File: src/rtl/machine_arbiter.sv
// machine_arbiter: arbitrates one shared machine between two requesters.
// A winner is picked in IDLE, its operation word is latched onto m_on, and a
// one-cycle m_start is issued. The job runs while m_active is high; the block
// gives up if m_active never rises within the WAIT_ACT window. Completion is
// reported with a one-cycle done pulse (plus err on timeout).
//
// Build option: MACHINE_ARB_RR_EN selects round-robin arbitration (with a
// last-winner register); left undefined, requester 0 has fixed priority.
//
// Ports:
//   clk       rising-edge clock
//   rst       asynchronous active-high reset
//   req       per-requester level request, held until done
//   req_on0   operation word of requester 0
//   req_on1   operation word of requester 1
//   m_active  busy flag from the machine control path
//   m_on      operation word driven to the control path (registered)
//   m_start   one-cycle start pulse (registered)
//   grant     one-hot machine owner, or 0 (registered)
//   done      one-cycle completion pulse per requester (registered)
//   err       one-cycle timeout flag, coincident with done (registered)
//   busy      high whenever the FSM is not in IDLE (registered)
module machine_arbiter (
  input  logic       clk,
  input  logic       rst,
  input  logic [1:0] req,
  input  logic [1:0] req_on0,
  input  logic [1:0] req_on1,
  input  logic       m_active,
  output logic [1:0] m_on,
  output logic       m_start,
  output logic [1:0] grant,
  output logic [1:0] done,
  output logic       err,
  output logic       busy
);

  localparam int unsigned CNT_W = 4;
  // Last WAIT_ACT count before giving up; the counter reaches 15 on that edge.
  localparam logic [CNT_W-1:0] TMO_LAST = CNT_W'(14);

  typedef enum logic [2:0] {
    IDLE,
    ISSUE,
    WAIT_ACT,
    RUN,
    FIN
  } state_t;

  state_t           state;
  logic             winner;
  logic [CNT_W-1:0] cnt;
  logic             tmo_flag;
  logic             pick_c;

`ifdef MACHINE_ARB_RR_EN
  logic last_win;

  // Round-robin pick: on a tie the requester that did not win last time wins.
  always_comb begin
    pick_c = 1'b0;
    if (req == 2'b11) begin
      pick_c = ~last_win;
    end else begin
      pick_c = req[1] & ~req[0];
    end
  end

  // Reset to 1 so requester 0 takes the first tie.
  always_ff @(posedge clk or posedge rst) begin
    if (rst) begin
      last_win <= 1'b1;
    end else if (state == FIN) begin
      last_win <= winner;
    end
  end
`else
  // Fixed priority: requester 0 wins whenever it asks.
  always_comb begin
    pick_c = ~req[0];
  end
`endif

  // Main FSM; all outputs are registered alongside the state.
  always_ff @(posedge clk or posedge rst) begin
    if (rst) begin
      state    <= IDLE;
      winner   <= 1'b0;
      cnt      <= '0;
      tmo_flag <= 1'b0;
      m_on     <= '0;
      m_start  <= 1'b0;
      grant    <= '0;
      done     <= '0;
      err      <= 1'b0;
      busy     <= 1'b0;
    end else begin
      case (state)
        IDLE: begin
          if (req != 2'b00) begin
            state   <= ISSUE;
            winner  <= pick_c;
            m_on    <= pick_c ? req_on1 : req_on0;
            grant   <= pick_c ? 2'b10 : 2'b01;
            m_start <= 1'b1;
            busy    <= 1'b1;
          end else begin
            m_on <= '0;
          end
        end

        ISSUE: begin
          state    <= WAIT_ACT;
          m_start  <= 1'b0;
          cnt      <= '0;
          tmo_flag <= 1'b0;
        end

        WAIT_ACT: begin
          if (m_active) begin
            state <= RUN;
          end else begin
            cnt <= cnt + CNT_W'(1);
            if (cnt == TMO_LAST) begin
              state    <= FIN;
              tmo_flag <= 1'b1;
              done     <= winner ? 2'b10 : 2'b01;
              err      <= 1'b1;
            end
          end
        end

        RUN: begin
          if (!m_active) begin
            state <= FIN;
            done  <= winner ? 2'b10 : 2'b01;
            err   <= 1'b0;
          end
        end

        FIN: begin
          state    <= IDLE;
          tmo_flag <= 1'b0;
          m_on     <= '0;
          grant    <= '0;
          done     <= '0;
          err      <= 1'b0;
          busy     <= 1'b0;
        end

        default: begin
          state   <= IDLE;
          m_on    <= '0;
          m_start <= 1'b0;
          grant   <= '0;
          done    <= '0;
          err     <= 1'b0;
          busy    <= 1'b0;
        end
      endcase
    end
  end

endmodule

File: config.mk
export PLATFORM = sky130hd
export DESIGN_NAME = machine_arbiter
export DESIGN_NICKNAME = d
export VERILOG_FILES = /design/src/rtl/machine_arbiter.sv
export SDC_FILE = /design/constraint.sdc
export NUM_CORES = 1
export LEC_CHECK = 0
export CAP_MARGIN = 25
export CORE_UTILIZATION = 52
export DETAILED_ROUTE_END_ITERATION = 10
export PLACE_DENSITY = 0.81
export SLEW_MARGIN = 30
export SYNTH_ARGS = -nofsm -noshare
export SYNTH_HDL_FRONTEND = slang
export SYNTH_SLANG_ARGS = --single-unit
File: constraint.sdc
create_clock -name clk -period 4.1 [get_ports clk]
set_input_delay 0.615 -clock clk [delete_from_list [all_inputs] [get_ports clk]]
set_output_delay 0.615 -clock clk [all_outputs]
set_load 0.02 [all_outputs]
==> results.toml <==
[outcome]
outcome = "finished, final reports clean"

[drt]
drt_pass1_iterations = 4
drtIter0Drc = 15
drc = 0
wl_mm = 1.72
vias = 684
wl_per_cell_um = 14.5
antenna_left = 0
via_per_inst = 5.80

[logic_synthesis]
synthMuxAreaShare = 0.0350
yosys.area.top_type = "dfrtp_1"
yosysMostFrequentCell = "dfrtp_1"
postSynthAreaPerCell_um2 = 9.85
ys_seq_area_frac = 0.496
syn_nets = 98
synth_xor_xnor_area_share = 0
yosys_warnings = 0
synth_top_family_by_area = "compound AO/OA/AOI/OAI gates"
synthAdderAreaFrac = 0.0292
yosys_register_bits = 17
synth_common_cells = "dfrtp_1 (17), a21oi_1 (10), o21ai_0 (9)"
synth-simple-area-share = 0.139
yosys.area.top_type_share = 0.496
synthDistinctLibCells = 31
synthArstFlopShare = 1.00
synthCells = 87
synth_edf_count = 0
netlist_area_um2 = 857
ys.flop_type = "dfrtp_1"
synth_compound_area_frac = 0.236
synthTopCellsByArea = "dfrtp_1 (50%), a21oi_1 (5.8%), o21ai_0 (5.3%)"

[power_and_ir_drop]
clkPwrFrac = 0.129
peakVddDrop_v = 0.000414
p_int_mw = 0.418
p_leak_nw = 0.448
swShare = 0.416
seqPwrFrac = 0.440
p_sw_mw = 0.298
power_density_nw_per_um2 = 683
combinationalPowerShare = 0.431

[worst_setup_path]
critical_path_class = "reg2out"
critPathLaunchType = "flop"
cp_cell_sequence = "clkdlybuf4s50_1"
max_stage_delay_ns = 0.62
worstPathArrival_ns = 1.28
cp_data_required_time_ns = 3.48
cp_top_family = "buffers and inverters"
worst-path-max-fanout = 3
critPathBufInv = 1
cp-end-kind = "output pin"
crit_slowest_cell = "clkdlybuf4s50_1"

[cts]
clk_latency_ns = 0.30
hold_buffers = 0
clk_path_buf_depth = 2
numCtsBuffers = 3
ctsResizeCount = 0
post_cts_buffers = 0
ctsHtreeMaxLevel = 1
root_buffer = "clkbuf_4"
tritoncts = "yes"
cts.sinks = 17
clk_pin_slew_ns = 0.10

[sta]
fin_setup_tns_ns = 0
setup_viol = 0
fin_skew_ns = 0.00394
slew_headroom = 0.572
fmaxAchievable_mhz = 527
worstMarginPinSlew_ns = 0.642
timing.final.hold_violations = 0
rsz0062_at_grt = "no"
fin_ws_ns = 2.20
fin_crit_ns = 1.90
slew_viol_final = 0
timing.final.crit_share = 0.463

[floorplan]
die-area_um2 = 1810
row_count = 14
die_width_um = 42.6
io_pins = 18
start_util = 0.562
coreArea_um2 = 1520
die_height_um = 42.6

[layout]
multi_input_area_um2 = 377
synthToLayoutAreaGrowth_pct = 22.3
drive_above_1_share = 0.0686
finalNetCount = 114
diodes = 0
final-seq-area_um2 = 425
nFillCells = 119

[global_routing]
grt_pass1_wl_mm = 2.85
grt_pass1_vias = 631
grt_overflow_total = 0
grtUsageTotal = 0.213
antenna_found_initial = 0
grt_max_degree = 19

[place]
hpwl_mm = 1.28
place.gp.congestion = 0.775
dp_slack_ns = 2.18
place.port_buffers = 17

[min_path]
worst_hold_path_type = "reg2reg"

[flow_run]
drv_cap = 0
-- power by group through the flow --
stage / Sequential, mW / Clock [mW] / Combinational, mW
after CTS: 0.314 / 0.0960 / 0.311
final: 0.315 / 0.0922 / 0.309
after detailed placement: 0.318 / 0 / 0.309
after floorplan: 0.312 / 0 / 0.204
after global routing: 0.327 / 0.104 / 0.340
after global placement: 0.315 / 0 / 0.299
-- cells in the final DEF, fill, tap and decap left out, types with 2 or more instances in the layout --
cell	count
inv_1	6
mux2i_1	3
clkbuf_4	3
a21oi_1	10
nand2_1	3
clkdlybuf4s50_1	17
nand2b_1	2
o2bb2ai_1	5
dfrtp_1	17
ha_1	2
nand4b_1	2
o21ai_0	9
nor3_1	2
nor2_1	3
nor4_1	2
-- layout make-up --
type                    count  area share
multi-input cells          57       0.359
well taps                  16      0.0191
clock inverters             1     0.00716
clock buffers               3      0.0215
repair buffers             17       0.162
inverters                   7      0.0251
flip-flops and latches     17       0.406
-- through the flow --
stage	hold slack [ns]	instance area [um^2]	cells	power, mW	utilization
2_1_floorplan	0.505	857	87	0.516	-
3_3_place_gp	0.476	1020	114	0.615	0.668
3_5_place_dp	0.477	1020	114	0.627	0.668
4_1_cts	0.502	1050	118	0.721	0.688
5_1_grt	0.518	1050	118	0.771	0.688
6_report	0.496	1050	118	0.716	0.688
-- worst paths after layout --
| kind | from | slack, ns | to | depth (start not counted) |
|---|---|---|---|---|
| setup / recovery | m_start$_DFFE_PP0P_ | 2.20 | m_start | 1 |
| hold / removal | m_on[1]$_DFFE_PP0N_ | 0.50 | m_on[1]$_DFFE_PP0N_ | 1 |
| setup reg to reg | cnt[0]$_DFFE_PP0P_ | 2.57 | done[0]$_DFFE_PP0P_ | 5 |
| hold reg to reg | m_on[1]$_DFFE_PP0N_ | 0.50 | m_on[1]$_DFFE_PP0N_ | 1 |
| max in group asynchronous | rst | 3.00 | m_start$_DFFE_PP0P_ | 2 |
| min in group asynchronous | rst | 0.69 | busy$_DFFE_PP0P_ | 2 |
-- flip-flops by register name, summed over array words and instances, names as in the netlist --
name and cells:
busy 1, cnt 4, done 2, err 1, grant 2, m_on 2
m_start 1, state 3, winner 1
-- kinds of logic (layout without fill, tap and decap cells) --
kind of cell    after synthesis  after routing
mux                           3              3
compound gates               32             32
simple gates                 20             20
buf+inv                      13             28
flops                        17             17
fa+ha+maj                     2              2
-- metal layers --
metal	global-route usage	vias up	routed length, um
met3	0.0431	4	59
met4	0.0938	0	22
li1	-	345	-
met2	0.329	17	816
met5	0	-	0
met1	0.289	318	816
(Power assumes the default switching activity.)
